[src/rtl/imem_loader_if.sv]
// rtl/imem_loader_if.sv - byte stream in and instruction-memory write port of the loader
interface imem_loader_if #(
  parameter int ADDR_W = 6
);
  logic [7:0]        in_data;
  logic              in_valid;
  logic              in_ready;
  logic              mem_we;
  logic [ADDR_W-1:0] mem_addr;
  logic [31:0]       mem_wdata;

  modport master (
    output in_data, in_valid,
    input  in_ready, mem_we, mem_addr, mem_wdata
  );

  modport slave (
    input  in_data, in_valid,
    output in_ready, mem_we, mem_addr, mem_wdata
  );
endinterface

[src/rtl/imem_loader.sv]
// rtl/imem_loader.sv - packs a length/data/checksum byte stream into instruction words
// and writes them from address 0, holding the CPU in reset until a good load completes.
module imem_loader #(
  parameter int ADDR_W = 6,
  parameter int DATA_W = 32
) (
  input  logic            clk,
  input  logic            rst,
  input  logic            start,
  imem_loader_if.slave    bus,
  output logic            cpu_hold,
  output logic            busy,
  output logic            done,
  output logic            err
);
  localparam logic [2:0] S_IDLE = 3'd0;
  localparam logic [2:0] S_LEN  = 3'd1;
  localparam logic [2:0] S_DATA = 3'd2;
  localparam logic [2:0] S_CSUM = 3'd3;
  localparam logic [2:0] S_DONE = 3'd4;
  localparam logic [2:0] S_ERR  = 3'd5;

  localparam logic [1:0]    LAST_BYTE  = 2'(DATA_W / 8 - 1);
  localparam logic [ADDR_W:0] FULL_DEPTH = {1'b1, {ADDR_W{1'b0}}};
  localparam logic [ADDR_W:0] ONE_WORD   = {{ADDR_W{1'b0}}, 1'b1};

  logic [2:0]        state;
  logic [1:0]        byte_cnt;
  // One bit wider than the address so a full-depth load can count to 2**ADDR_W.
  logic [ADDR_W:0]   word_idx;
  logic [ADDR_W:0]   n_words;
  logic [ADDR_W:0]   word_nxt;
  logic [7:0]        csum;
  logic [DATA_W-9:0] shift;
  logic              accept;

  assign accept   = bus.in_valid && bus.in_ready;
  assign word_nxt = word_idx + ONE_WORD;

  always_ff @(posedge clk) begin
    if (!rst) begin
      state         <= S_IDLE;
      bus.in_ready  <= 1'b0;
      bus.mem_we    <= 1'b0;
      bus.mem_addr  <= '0;
      bus.mem_wdata <= '0;
      cpu_hold      <= 1'b1;
      busy          <= 1'b0;
      done          <= 1'b0;
      err           <= 1'b0;
      byte_cnt      <= '0;
      word_idx      <= '0;
      n_words       <= '0;
      csum          <= '0;
      shift         <= '0;
    end else begin
      bus.mem_we <= 1'b0;
      case (state)
        S_IDLE, S_DONE, S_ERR: begin
          if (start) begin
            state        <= S_LEN;
            bus.in_ready <= 1'b1;
            busy         <= 1'b1;
            cpu_hold     <= 1'b1;
            done         <= 1'b0;
            err          <= 1'b0;
            csum         <= '0;
            word_idx     <= '0;
            byte_cnt     <= '0;
          end
        end
        S_LEN: begin
          if (accept) begin
            n_words <= (bus.in_data[ADDR_W-1:0] == '0) ? FULL_DEPTH
                                                       : {1'b0, bus.in_data[ADDR_W-1:0]};
            state   <= S_DATA;
          end
        end
        S_DATA: begin
          if (accept) begin
            csum <= csum ^ bus.in_data;
            if (byte_cnt == LAST_BYTE) begin
              bus.mem_we    <= 1'b1;
              bus.mem_wdata <= {shift, bus.in_data};
              bus.mem_addr  <= word_idx[ADDR_W-1:0];
              word_idx      <= word_nxt;
              byte_cnt      <= '0;
              if (word_nxt == n_words) state <= S_CSUM;
            end else begin
              shift    <= {shift[DATA_W-17:0], bus.in_data};
              byte_cnt <= byte_cnt + 2'd1;
            end
          end
        end
        S_CSUM: begin
          if (accept) begin
            bus.in_ready <= 1'b0;
            busy         <= 1'b0;
            if (bus.in_data == csum) begin
              done     <= 1'b1;
              cpu_hold <= 1'b0;
              state    <= S_DONE;
            end else begin
              err   <= 1'b1;
              state <= S_ERR;
            end
          end
        end
        default: state <= S_IDLE;
      endcase
    end
  end
endmodule

[src/flat_wrapper.sv]
// flat-port wrapper written by rule: the top's interface ports become plain ports
module imem_loader_flat 
#(
  parameter int ADDR_W = 6,
  parameter int DATA_W = 32
)
  (clk, rst, start, cpu_hold, busy, done, err, bus_in_data, bus_in_valid, bus_in_ready, bus_mem_we, bus_mem_addr, bus_mem_wdata);
  imem_loader_if #(.ADDR_W(ADDR_W)) bus_i ();
  input  logic clk;
  input  logic rst;
  input  logic start;
  output logic cpu_hold;
  output logic busy;
  output logic done;
  output logic err;
  input wire logic [$bits(bus_i.in_data)-1:0] bus_in_data;
  input wire logic [$bits(bus_i.in_valid)-1:0] bus_in_valid;
  output wire logic [$bits(bus_i.in_ready)-1:0] bus_in_ready;
  output wire logic [$bits(bus_i.mem_we)-1:0] bus_mem_we;
  output wire logic [$bits(bus_i.mem_addr)-1:0] bus_mem_addr;
  output wire logic [$bits(bus_i.mem_wdata)-1:0] bus_mem_wdata;
  assign bus_i.in_data = bus_in_data;
  assign bus_i.in_valid = bus_in_valid;
  assign bus_in_ready = bus_i.in_ready;
  assign bus_mem_we = bus_i.mem_we;
  assign bus_mem_addr = bus_i.mem_addr;
  assign bus_mem_wdata = bus_i.mem_wdata;
  imem_loader #(.ADDR_W(ADDR_W), .DATA_W(DATA_W)) u_core (.clk(clk), .rst(rst), .start(start), .bus(bus_i), .cpu_hold(cpu_hold), .busy(busy), .done(done), .err(err));
endmodule
[config.mk]
export PLATFORM = sky130hd
export DESIGN_NAME = imem_loader_flat
export DESIGN_NICKNAME = d
export VERILOG_FILES = /design/src/rtl/imem_loader_if.sv /design/src/rtl/imem_loader.sv /design/src/flat_wrapper.sv
export SDC_FILE = /design/constraint.sdc
export NUM_CORES = 1
export LEC_CHECK = 0
export BUFFER_PORTS_ARGS = -buffer_cell sky130_fd_sc_hd__buf_2
export CAP_MARGIN = 0
export CORE_ASPECT_RATIO = 0.9
export CORE_MARGIN = 1.5
export CORE_UTILIZATION = 55
export CTS_BUF_LIST = sky130_fd_sc_hd__clkbuf_4
export DETAILED_ROUTE_END_ITERATION = 12
export PLACE_DENSITY = 0.8
export SYNTH_ARGS = -nofsm -noshare
export SYNTH_HDL_FRONTEND = slang
export SYNTH_SLANG_ARGS = --single-unit
[constraint.sdc]
create_clock -name clk -period 2.3 [get_ports clk]
set_input_delay 0.115 -clock clk [delete_from_list [all_inputs] [get_ports clk]]
set_output_delay 0.115 -clock clk [all_outputs]
set_load 0.005 [all_outputs]
==> results of run 1 <==
path summary, 6_finish.rpt:
| kind | startpoint | to | cells past startpoint | slack [ns] |
|---|---|---|---|---|
| min | bus_in_data[4] | u_core.bus.mem_wdata[4]$_SDFFE_PN0P_ | 3 | 0.02 |
| max | u_core.word_idx[0]$_SDFFE_PN0P_ | u_core.state[0]$_SDFFE_PN0P_ | 7 | 0.21 |
| max reg2reg | u_core.word_idx[0]$_SDFFE_PN0P_ | u_core.state[0]$_SDFFE_PN0P_ | 7 | 0.21 |
| min reg2reg | u_core.bus.mem_wdata[17]$_SDFFE_PN0P_ | u_core.bus.mem_wdata[17]$_SDFFE_PN0P_ | 2 | 0.46 |
metrics by stage:
step	hold WS (ns)	total power, mW	utilization, %
2_1_floorplan	0.260	1.80	-
3_3_place_gp	0.425	1.84	61.5
3_5_place_dp	0.441	1.85	61.5
4_1_cts	0.00715	2.70	64.1
5_1_grt	0.0148	2.79	64.1
6_report	0.0213	2.68	64.1
cells by family after synthesis:
kind of cell	after synthesis
buf+inv	35
flops	94
compound gates	113
mux	7
xor+xnor	16
simple gates	211
fa+ha+maj	2
worst reg2reg max path: cells and delay by family (launching register included):
kind / cells / cell delay [ns]
DFF: 1 / 0.49
and+or+nand+nor: 1 / 0.34
xor gates and xnor gates: 1 / 0.16
AOI/OAI and AO/OA: 4 / 0.71
adders and majority gates: 1 / 0.30
layout by cell type, fill, tap and decap left out, types with 10 or more instances in the layout:
| master | instances |
|---|---|
| a21boi_0 | 39 |
| a21boi_1 | 26 |
| and2_1 | 11 |
| buf_2 | 55 |
| buf_4 | 10 |
| dfxtp_1 | 94 |
| nand2_1 | 143 |
| nor2_1 | 16 |
| nor2b_1 | 11 |
| o21ai_0 | 26 |
| xor2_1 | 12 |
power by group through the flow:
stage	registers, mW	logic (mW)	clock network [mW]
3_5_place_dp	1.69	0.160	0
4_1_cts	1.65	0.167	0.878
3_3_place_gp	1.69	0.156	0
2_1_floorplan	1.69	0.109	0
6_report	1.65	0.169	0.855
5_1_grt	1.66	0.185	0.947
sequential cells by signal, summed over array words and instances (netlist names), 2 cells and up:
signal and flops:
u_core.bus.mem_wdata 32, u_core.word_idx 7, u_core.csum 8, u_core.bus.mem_addr 6, u_core.state 3, u_core.byte_cnt 2, u_core.shift 24, u_core.n_words 7
per-layer routing:
| layer | wire (um) | share of wire (%) |
|---|---|---|
| met5 | 0 | 0 |
| met4 | 197 | 2.3 |
| met3 | 563 | 6.5 |
| met2 | 4030 | 47 |
| met1 | 3860 | 45 |
final cells by class:
cell class                 count  share of cell area [%]
multi-input combinational    349                    43.7
inverter                       5                   0.414
sequential                    94                    41.5
timing repair buffer          71                    9.04
clock inverter                 6                    1.35
tap                           93                    2.56
clock buffer                   9                    1.49
==> impl_metrics.env, run 1 <==
export IMPL_status="complete, no violations"
export IMPL_cts_resized=0
export IMPL_swShare_pct=24.0
export IMPL_drt_iter0_markers=188
export IMPL_synth_top_family_by_area="simple AND/OR/NAND/NOR gates"
export IMPL_ys_seq_area_share_pct=46.6
export IMPL_finalNetCount=544
export IMPL_crit_required_ns=2.65
export IMPL_synth_top_area_share_pct=46.6
export IMPL_synth_async_reset_ratio_pct=0
export IMPL_grt_max_degree=76
export IMPL_route_detailed_drc=0
export IMPL_clk_pin_slew_worst_paths_ns=0.14
export IMPL_worstPathArrival_ns=2.44
export IMPL_placed_area_mm2=0.00435
export IMPL_portBuffers=55
export IMPL_p_seq_share_pct=61.8
export IMPL_postSynthNetCount=492
export IMPL_cp_slowest_stage_delay_ns=0.49
export IMPL_synthCells=478
export IMPL_syn_area_per_cell_um2=8.45
export IMPL_grt_pass1_wl_mm=14.5
export IMPL_synthDistinctLibCells=50
export IMPL_clock_sinks=94
export IMPL_ant_nets=0
export IMPL_initial_utilization_pct=57.1
export IMPL_worstSetupPathType="reg -> reg"
export IMPL_fmax_mhz=478
export IMPL_place_inst=606
export IMPL_wl_mm=8.65
export IMPL_ys_flop_type="dfxtp_1"
export IMPL_worst_slew_pin_slew_ns=0.538
export IMPL_use_met3_pct=5.80
export IMPL_switchingPower_uw=641
export IMPL_grt_pass1_vias=3118
export IMPL_synth_seq_cells=94
export IMPL_p_leak_nw=1.78
export IMPL_use_met1_pct=30.3
export IMPL_crit_buf_inv=0
export IMPL_synthTopCellsByCount="nand2_1 (143), dfxtp_1 (94), a21boi_0 (39)"
export IMPL_crit_fanout=7
export IMPL_ys_top_cells_by_area="dfxtp_1 (47%), nand2_1 (13%), a21boi_0 (7.3%)"
export IMPL_n_fill_cell=621
export IMPL_gp_congestion=0.869
export IMPL_fp_dieW_um=93.3
export IMPL_synth_compound_area_share_pct=19.0
export IMPL_vias=3379
export IMPL_clock_skew_ns=0.0179
export IMPL_combPwrFrac_pct=6.3
export IMPL_synth_simple_area_share_pct=24.2
export IMPL_hpwl_mm=5.87
export IMPL_die_area_mm2=0.00787
export IMPL_postCtsSetupRepairBufs=0
export IMPL_crit_family="compound AO/OA/AOI/OAI gates"
export IMPL_routedWlPerCell_um=13.8
export IMPL_hold_buffers=6
export IMPL_synth_warning_count=0
export IMPL_dr_pass1_iters=4
export IMPL_grt_busiest_layer="met2"
export IMPL_core_mm2=0.00708
export IMPL_p_per_area_mw_per_mm2=590
export IMPL_clk_latency_ns=0.44
export IMPL_grt_util_all_layers_pct=23.2
export IMPL_met2_usage_pct=37.0
export IMPL_pre_cts_slack_ns=0.251
export IMPL_hold_path_class="in -> reg"
export IMPL_die_h_um=84.3
export IMPL_fin_ws_ns=0.208
export IMPL_diodes=0
export IMPL_antenna_found_initial=0
export IMPL_slew_headroom_pct=64.2
export IMPL_synth_xor_area_share_pct=3.47
export IMPL_ir_drop_mv=0.457
export IMPL_p_int_mw=2.04
export IMPL_slew_violations=0
export IMPL_synth_adder_area_share_pct=0.620
export IMPL_pwr_share_clk_pct=31.9
export IMPL_netlist_area_mm2=0.00404
export IMPL_cap_violations=0
export IMPL_drive_above_1_share_pct=16.5
export IMPL_via_per_inst=5.39
export IMPL_placementRows=29
export IMPL_instances_no_fill=627
export IMPL_finalSetupViolCount=0
export IMPL_cts_root_buf="clkbuf_4"
export IMPL_yosysMostFrequentCell="nand2_1"
export IMPL_post_route_period_util_pct=91.0
export IMPL_synthMuxAreaShare_pct=1.74
export IMPL_synth_top_cell_by_area="dfxtp_1"
export IMPL_start_kind="register"
export IMPL_min_period_ns=2.09
export IMPL_cts_buffers=9
export IMPL_tritoncts="yes"
export IMPL_worstSetupEndpointType="register"
export IMPL_path_cells="ha_1 > xor2_1 > a2111oi_2 > o211ai_1 > nor4_2 > o21ai_0 > o311a_1"
export IMPL_overflow=0
export IMPL_ctsLongestPathBuffers=2
export IMPL_num_io_pins=56
export IMPL_regArea_mm2=0.00188
export IMPL_fin_area_mm2=0.00454
export IMPL_multi_input_area_mm2=0.00198
export IMPL_synth_edf_count=0
export IMPL_final_hold_viol_count=0
export IMPL_grt_setup_unrepaired="no"
export IMPL_htreeDepth=3
export IMPL_fin_tns_setup_ns=0
export IMPL_syn_to_final_growth_pct=12.4
export IMPL_slowest_stage="dfxtp_1"
Power figures use the tool's default switching activity.
==> run 2: changes to the inputs <==
--- a/config.mk
+++ b/config.mk
@@ -6,13 +6,13 @@
 export NUM_CORES = 1
 export LEC_CHECK = 0
 export BUFFER_PORTS_ARGS = -buffer_cell sky130_fd_sc_hd__buf_2
-export CAP_MARGIN = 0
+export CAP_MARGIN = 20
 export CORE_ASPECT_RATIO = 0.9
 export CORE_MARGIN = 1.5
-export CORE_UTILIZATION = 55
+export CORE_UTILIZATION = 35
 export CTS_BUF_LIST = sky130_fd_sc_hd__clkbuf_4
 export DETAILED_ROUTE_END_ITERATION = 12
-export PLACE_DENSITY = 0.8
+export PLACE_DENSITY = 0.56
 export SYNTH_ARGS = -nofsm -noshare
 export SYNTH_HDL_FRONTEND = slang
 export SYNTH_SLANG_ARGS = --single-unit
==> impl_metrics.env, run 2 (synthesis results as in run 1) <==
export IMPL_status="complete, no violations"
export IMPL_layout_commonest_cell="nand2_1"
export IMPL_finalNetCount=545
export IMPL_placementRows=37
export IMPL_fin_tns_setup_ns=0
export IMPL_cts_buffers=9
export IMPL_htreeDepth=3
export IMPL_p_per_area_mw_per_mm2=562
export IMPL_post_route_period_util_pct=91.7
export IMPL_via_per_inst=4.76
export IMPL_regMostFlops="u_core.bus.mem_wdata"
export IMPL_hold_path_class="in -> reg"
export IMPL_path_cells="ha_1 > xor2_1 > a2111oi_2 > o211ai_1 > nor4_2 > o21ai_0 > o311a_1"
export IMPL_core_mm2=0.0113
export IMPL_ctsLongestPathBuffers=2
export IMPL_crit_family="compound AO/OA/AOI/OAI gates"
export IMPL_ir_drop_mv=0.354
export IMPL_clock_sinks=94
export IMPL_slew_violations=0
export IMPL_worstSetupEndpointType="register"
export IMPL_clk_latency_ns=0.44
export IMPL_grt_pass1_vias=3017
export IMPL_n_fill_cell=1183
export IMPL_worst_slew_pin_slew_ns=0.758
export IMPL_ant_nets=0
export IMPL_routedWlPerCell_um=12.8
export IMPL_r2r_slack_ns=0.19
export IMPL_worstPathArrival_ns=2.46
export IMPL_grt_util_all_layers_pct=15.2
export IMPL_regArea_mm2=0.00188
export IMPL_drt_iter0_markers=156
export IMPL_final_hold_viol_count=0
export IMPL_portBuffers=55
export IMPL_clock_skew_ns=0.0221
export IMPL_grt_setup_unrepaired="no"
export IMPL_antenna_found_initial=0
export IMPL_finalSetupViolCount=0
export IMPL_crit_fanout=7
export IMPL_fmax_mhz=474
export IMPL_diodes=0
export IMPL_overflow=0
export IMPL_wl_mm=8.86
export IMPL_top_regs="u_core.bus.mem_wdata (32), u_core.shift (24), u_core.csum (8)"
export IMPL_dr_pass1_iters=4
export IMPL_largest_reg_flops=32
export IMPL_cp_slowest_stage_delay_ns=0.50
export IMPL_slew_headroom_pct=49.5
export IMPL_die_h_um=105
export IMPL_tritoncts="yes"
export IMPL_crit_required_ns=2.65
export IMPL_gp_congestion=0.839
export IMPL_pre_cts_slack_ns=0.189
export IMPL_num_io_pins=56
export IMPL_crit_buf_inv=0
export IMPL_grt_pass1_wl_mm=14.8
export IMPL_cts_root_buf="clkbuf_4"
export IMPL_postLayoutCoreUtil_pct=40.6
export IMPL_vias=3286
export IMPL_grt_max_degree=54
export IMPL_syn_to_final_growth_pct=14.1
export IMPL_start_kind="register"
export IMPL_drive_above_1_share_pct=16.4
export IMPL_final_cell_mix="nand2_1 (143), dfxtp_1 (94), buf_2 (55), a21boi_0 (39)"
export IMPL_initial_utilization_pct=35.6
export IMPL_worstSetupPathType="reg -> reg"
export IMPL_fin_ws_ns=0.192
export IMPL_clk_pin_slew_worst_paths_ns=0.15
export IMPL_p_leak_nw=1.77
export IMPL_min_period_ns=2.11
export IMPL_multi_input_area_mm2=0.00198
export IMPL_postCtsSetupRepairBufs=0
export IMPL_hpwl_mm=6.06
export IMPL_fp_dieW_um=116
export IMPL_route_detailed_drc=0
export IMPL_die_area_mm2=0.0122
export IMPL_cap_violations=0
export IMPL_slowest_stage="dfxtp_1"
## run 2: cell type report
class                   count  area share, %
flip-flops and latches     94           40.9
well taps                 156           4.24
clock buffers               9           1.47
multi-input cells         349           43.0
inverters                   5          0.407
repair buffers             72           9.13
clock inverters             6          0.869
## run 2: metal layers
| layer | up-vias | global-route usage [%] | wire length (um) |
|---|---|---|---|
| li1 | 1687 | - | - |
| met1 | 1524 | 21.6 | 4520 |
| met2 | 70 | 22.9 | 3920 |
| met3 | 5 | 3.89 | 338 |
| met4 | 0 | 4.18 | 76 |
| met5 | - | 0 | 0 |
## run 2: final timing paths
| path | end | startpoint | depth (start not counted) |
|---|---|---|---|
| min | u_core.bus.mem_wdata[5]$_SDFFE_PN0P_ | bus_in_data[5] | 3 |
| min reg2reg | u_core.done$_SDFFE_PN0P_ | u_core.done$_SDFFE_PN0P_ | 2 |
| max reg2reg | u_core.state[0]$_SDFFE_PN0P_ | u_core.word_idx[0]$_SDFFE_PN0P_ | 7 |
| max | u_core.state[0]$_SDFFE_PN0P_ | u_core.word_idx[0]$_SDFFE_PN0P_ | 7 |
## run 2: metrics by stage
step	std cells	power [mW]	area (um^2)	hold WS, ns
4_1_cts	691	2.62	4610	0.000536
3_3_place_gp	669	1.85	4430	0.428
5_1_grt	691	2.70	4610	0.0110
3_5_place_dp	669	1.85	4430	0.429
2_1_floorplan	478	1.80	4040	0.260
6_report	691	2.59	4610	0.0197
## run 2: worst reg2reg max path: cells and delay by family (launching register included)
family	cells	cell delay (ns)
AOI/OAI and AO/OA	4	0.70
adders and majority gates	1	0.31
DFF	1	0.50
and+or+nand+nor	1	0.36
xor gates and xnor gates	1	0.16
## run 2: timing repair
item                      CTS  global route
resized for setup           0             0
hold endpoints to repair   12             0
hold buffers                7             0
## run 2: report_power, final
| part | switching (mW) | internal [mW] |
|---|---|---|
| clock | 0.548 | 0.212 |
| combinational | 0.102 | 0.0713 |
| sequential | 0.0127 | 1.64 |
==> run 3: changes to the inputs <==
--- a/config.mk
+++ b/config.mk
@@ -13,6 +13,7 @@
 export CTS_BUF_LIST = sky130_fd_sc_hd__clkbuf_4
 export DETAILED_ROUTE_END_ITERATION = 12
 export PLACE_DENSITY = 0.56
+export REMOVE_ABC_BUFFERS = 1
 export SYNTH_ARGS = -nofsm -noshare
 export SYNTH_HDL_FRONTEND = slang
 export SYNTH_SLANG_ARGS = --single-unit
==> impl_metrics.env, run 3 (synthesis results as in run 1) <==
export IMPL_status="complete, no violations"
export IMPL_hpwl_mm=5.99
export IMPL_gp_congestion=0.831
export IMPL_crit_required_ns=2.63
export IMPL_grt_setup_unrepaired="no"
export IMPL_placed_area_mm2=0.00446
export IMPL_vias=3332
export IMPL_hold_buffers=8
export IMPL_worstSetupPathType="reg -> reg"
export IMPL_final_cell_mix="nand2_1 (143), dfxtp_1 (94), buf_2 (55), a21boi_0 (39)"
export IMPL_pre_cts_slack_ns=0.179
export IMPL_tritoncts="yes"
export IMPL_ant_nets=0
export IMPL_cts_root_buf="clkbuf_4"
export IMPL_grt_max_degree=46
export IMPL_drive_above_1_share_pct=17.1
export IMPL_finalPower_mw=2.86
export IMPL_p_per_area_mw_per_mm2=609
export IMPL_grt_util_all_layers_pct=15.3
export IMPL_fin_area_mm2=0.00470
export IMPL_grt_pass1_vias=3122
export IMPL_clock_sinks=94
export IMPL_slew_violations=0
export IMPL_hold_path_class="in -> reg"
export IMPL_wl_met2_mm=4.08
export IMPL_slew_headroom_pct=71.3
export IMPL_htreeDepth=3
export IMPL_via_per_inst=4.79
export IMPL_dr_pass1_iters=4
export IMPL_cts_buffers=9
export IMPL_routedWlPerCell_um=12.7
export IMPL_r2r_start="u_core.word_idx[0]$_SDFFE_PN0P_"
export IMPL_top_regs="u_core.bus.mem_wdata (32), u_core.shift (24), u_core.csum (8)"
export IMPL_crit_fanout=7
export IMPL_top_layer_used="met4"
export IMPL_ctsLongestPathBuffers=2
export IMPL_antenna_found_initial=0
export IMPL_core_mm2=0.0113
export IMPL_wl_mm=8.80
export IMPL_regArea_mm2=0.00188
export IMPL_crit_start="u_core.word_idx[0]$_SDFFE_PN0P_"
export IMPL_min_period_ns=2.14
export IMPL_fin_ws_ns=0.159
export IMPL_num_io_pins=56
export IMPL_route_met3_wl_um=329
export IMPL_fmax_mhz=467
export IMPL_overflow=0
export IMPL_place_inst=671
export IMPL_instances_no_fill=695
export IMPL_multi_input_area_mm2=0.00198
export IMPL_postCtsSetupRepairBufs=0
export IMPL_largest_reg_flops=32
export IMPL_initial_utilization_pct=35.6
export IMPL_drt_iter0_markers=162
export IMPL_final_hold_viol_count=0
export IMPL_finalNetCount=548
export IMPL_cap_violations=0
export IMPL_route_detailed_drc=0
export IMPL_fp_dieW_um=116
export IMPL_hp_start="start"
export IMPL_fin_tns_setup_ns=0
export IMPL_grt_pass1_wl_mm=14.9
export IMPL_worst_slew_pin_slew_ns=0.431
export IMPL_worstSetupEndpointType="register"
export IMPL_diodes=0
export IMPL_syn_to_final_growth_pct=16.5
export IMPL_regMostFlops="u_core.bus.mem_wdata"
export IMPL_cts_resized=0
export IMPL_portBuffers=55
export IMPL_start_kind="register"
export IMPL_p_leak_nw=1.82
export IMPL_n_fill_cell=1158
export IMPL_clock_skew_ns=0.0236
export IMPL_layout_commonest_cell="nand2_1"
export IMPL_drt_met1_wl_mm=4.29
export IMPL_die_area_mm2=0.0122
export IMPL_clk_pin_slew_worst_paths_ns=0.15
export IMPL_die_h_um=105
export IMPL_worstPathArrival_ns=2.47
export IMPL_post_route_period_util_pct=93.1
export IMPL_placementRows=37
export IMPL_finalSetupViolCount=0
export IMPL_ir_drop_mv=0.213
export IMPL_clk_latency_ns=0.45
[run 3: layout make-up]
type | instances | area share, %
inverters | 5 | 0.399
well taps | 156 | 4.15
repair buffers | 75 | 9.74
multi-input cells | 349 | 42.1
flip-flops and latches | 94 | 40.0
clock buffers | 10 | 1.60
clock inverters | 6 | 1.97
[run 3: metrics by stage]
stage / utilization (%) / hold slack [ns]
after floorplan: - / 0.237
after global placement: 39.3 / 0.427
after detailed placement: 39.3 / 0.434
after CTS: 41.5 / 0.00814
after global routing: 41.5 / 0.0444
final: 41.5 / 0.0357
[run 3: per-layer routing]
| layer | track usage (%) | up-vias |
|---|---|---|
| li1 | - | 1703 |
| met1 | 20.0 | 1560 |
| met2 | 24.8 | 60 |
| met3 | 4.41 | 9 |
| met4 | 3.75 | 0 |
| met5 | 0 | - |
[run 3: worst max-delay path, cell delays in order (launching register included)]
cell and delay, ns:
dfxtp_1 0.47, ha_1 0.32, and3_1 0.27, and4_1 0.21, o211ai_1 0.10, nor4_2 0.41, o21ai_0 0.13, o311a_1 0.13
[run 3: path summary, 6_finish.rpt]
| path | to | slack, ns | depth (start not counted) |
|---|---|---|---|
| worst max register to register | u_core.state[0]$_SDFFE_PN0P_ | 0.16 | 7 |
| worst max-delay path | u_core.state[0]$_SDFFE_PN0P_ | 0.16 | 7 |
| worst min register to register | u_core.bus.mem_wdata[24]$_SDFFE_PN0P_ | 0.46 | 2 |
| worst min-delay path | u_core.state[2]$_SDFFE_PN0P_ | 0.04 | 4 |
[run 3: where the power goes]
part / internal, mW / total [mW] / switching [mW]
clock: 0.461 / 1.04 / 0.575
combinational: 0.0740 / 0.175 / 0.101
sequential: 1.64 / 1.65 / 0.0122
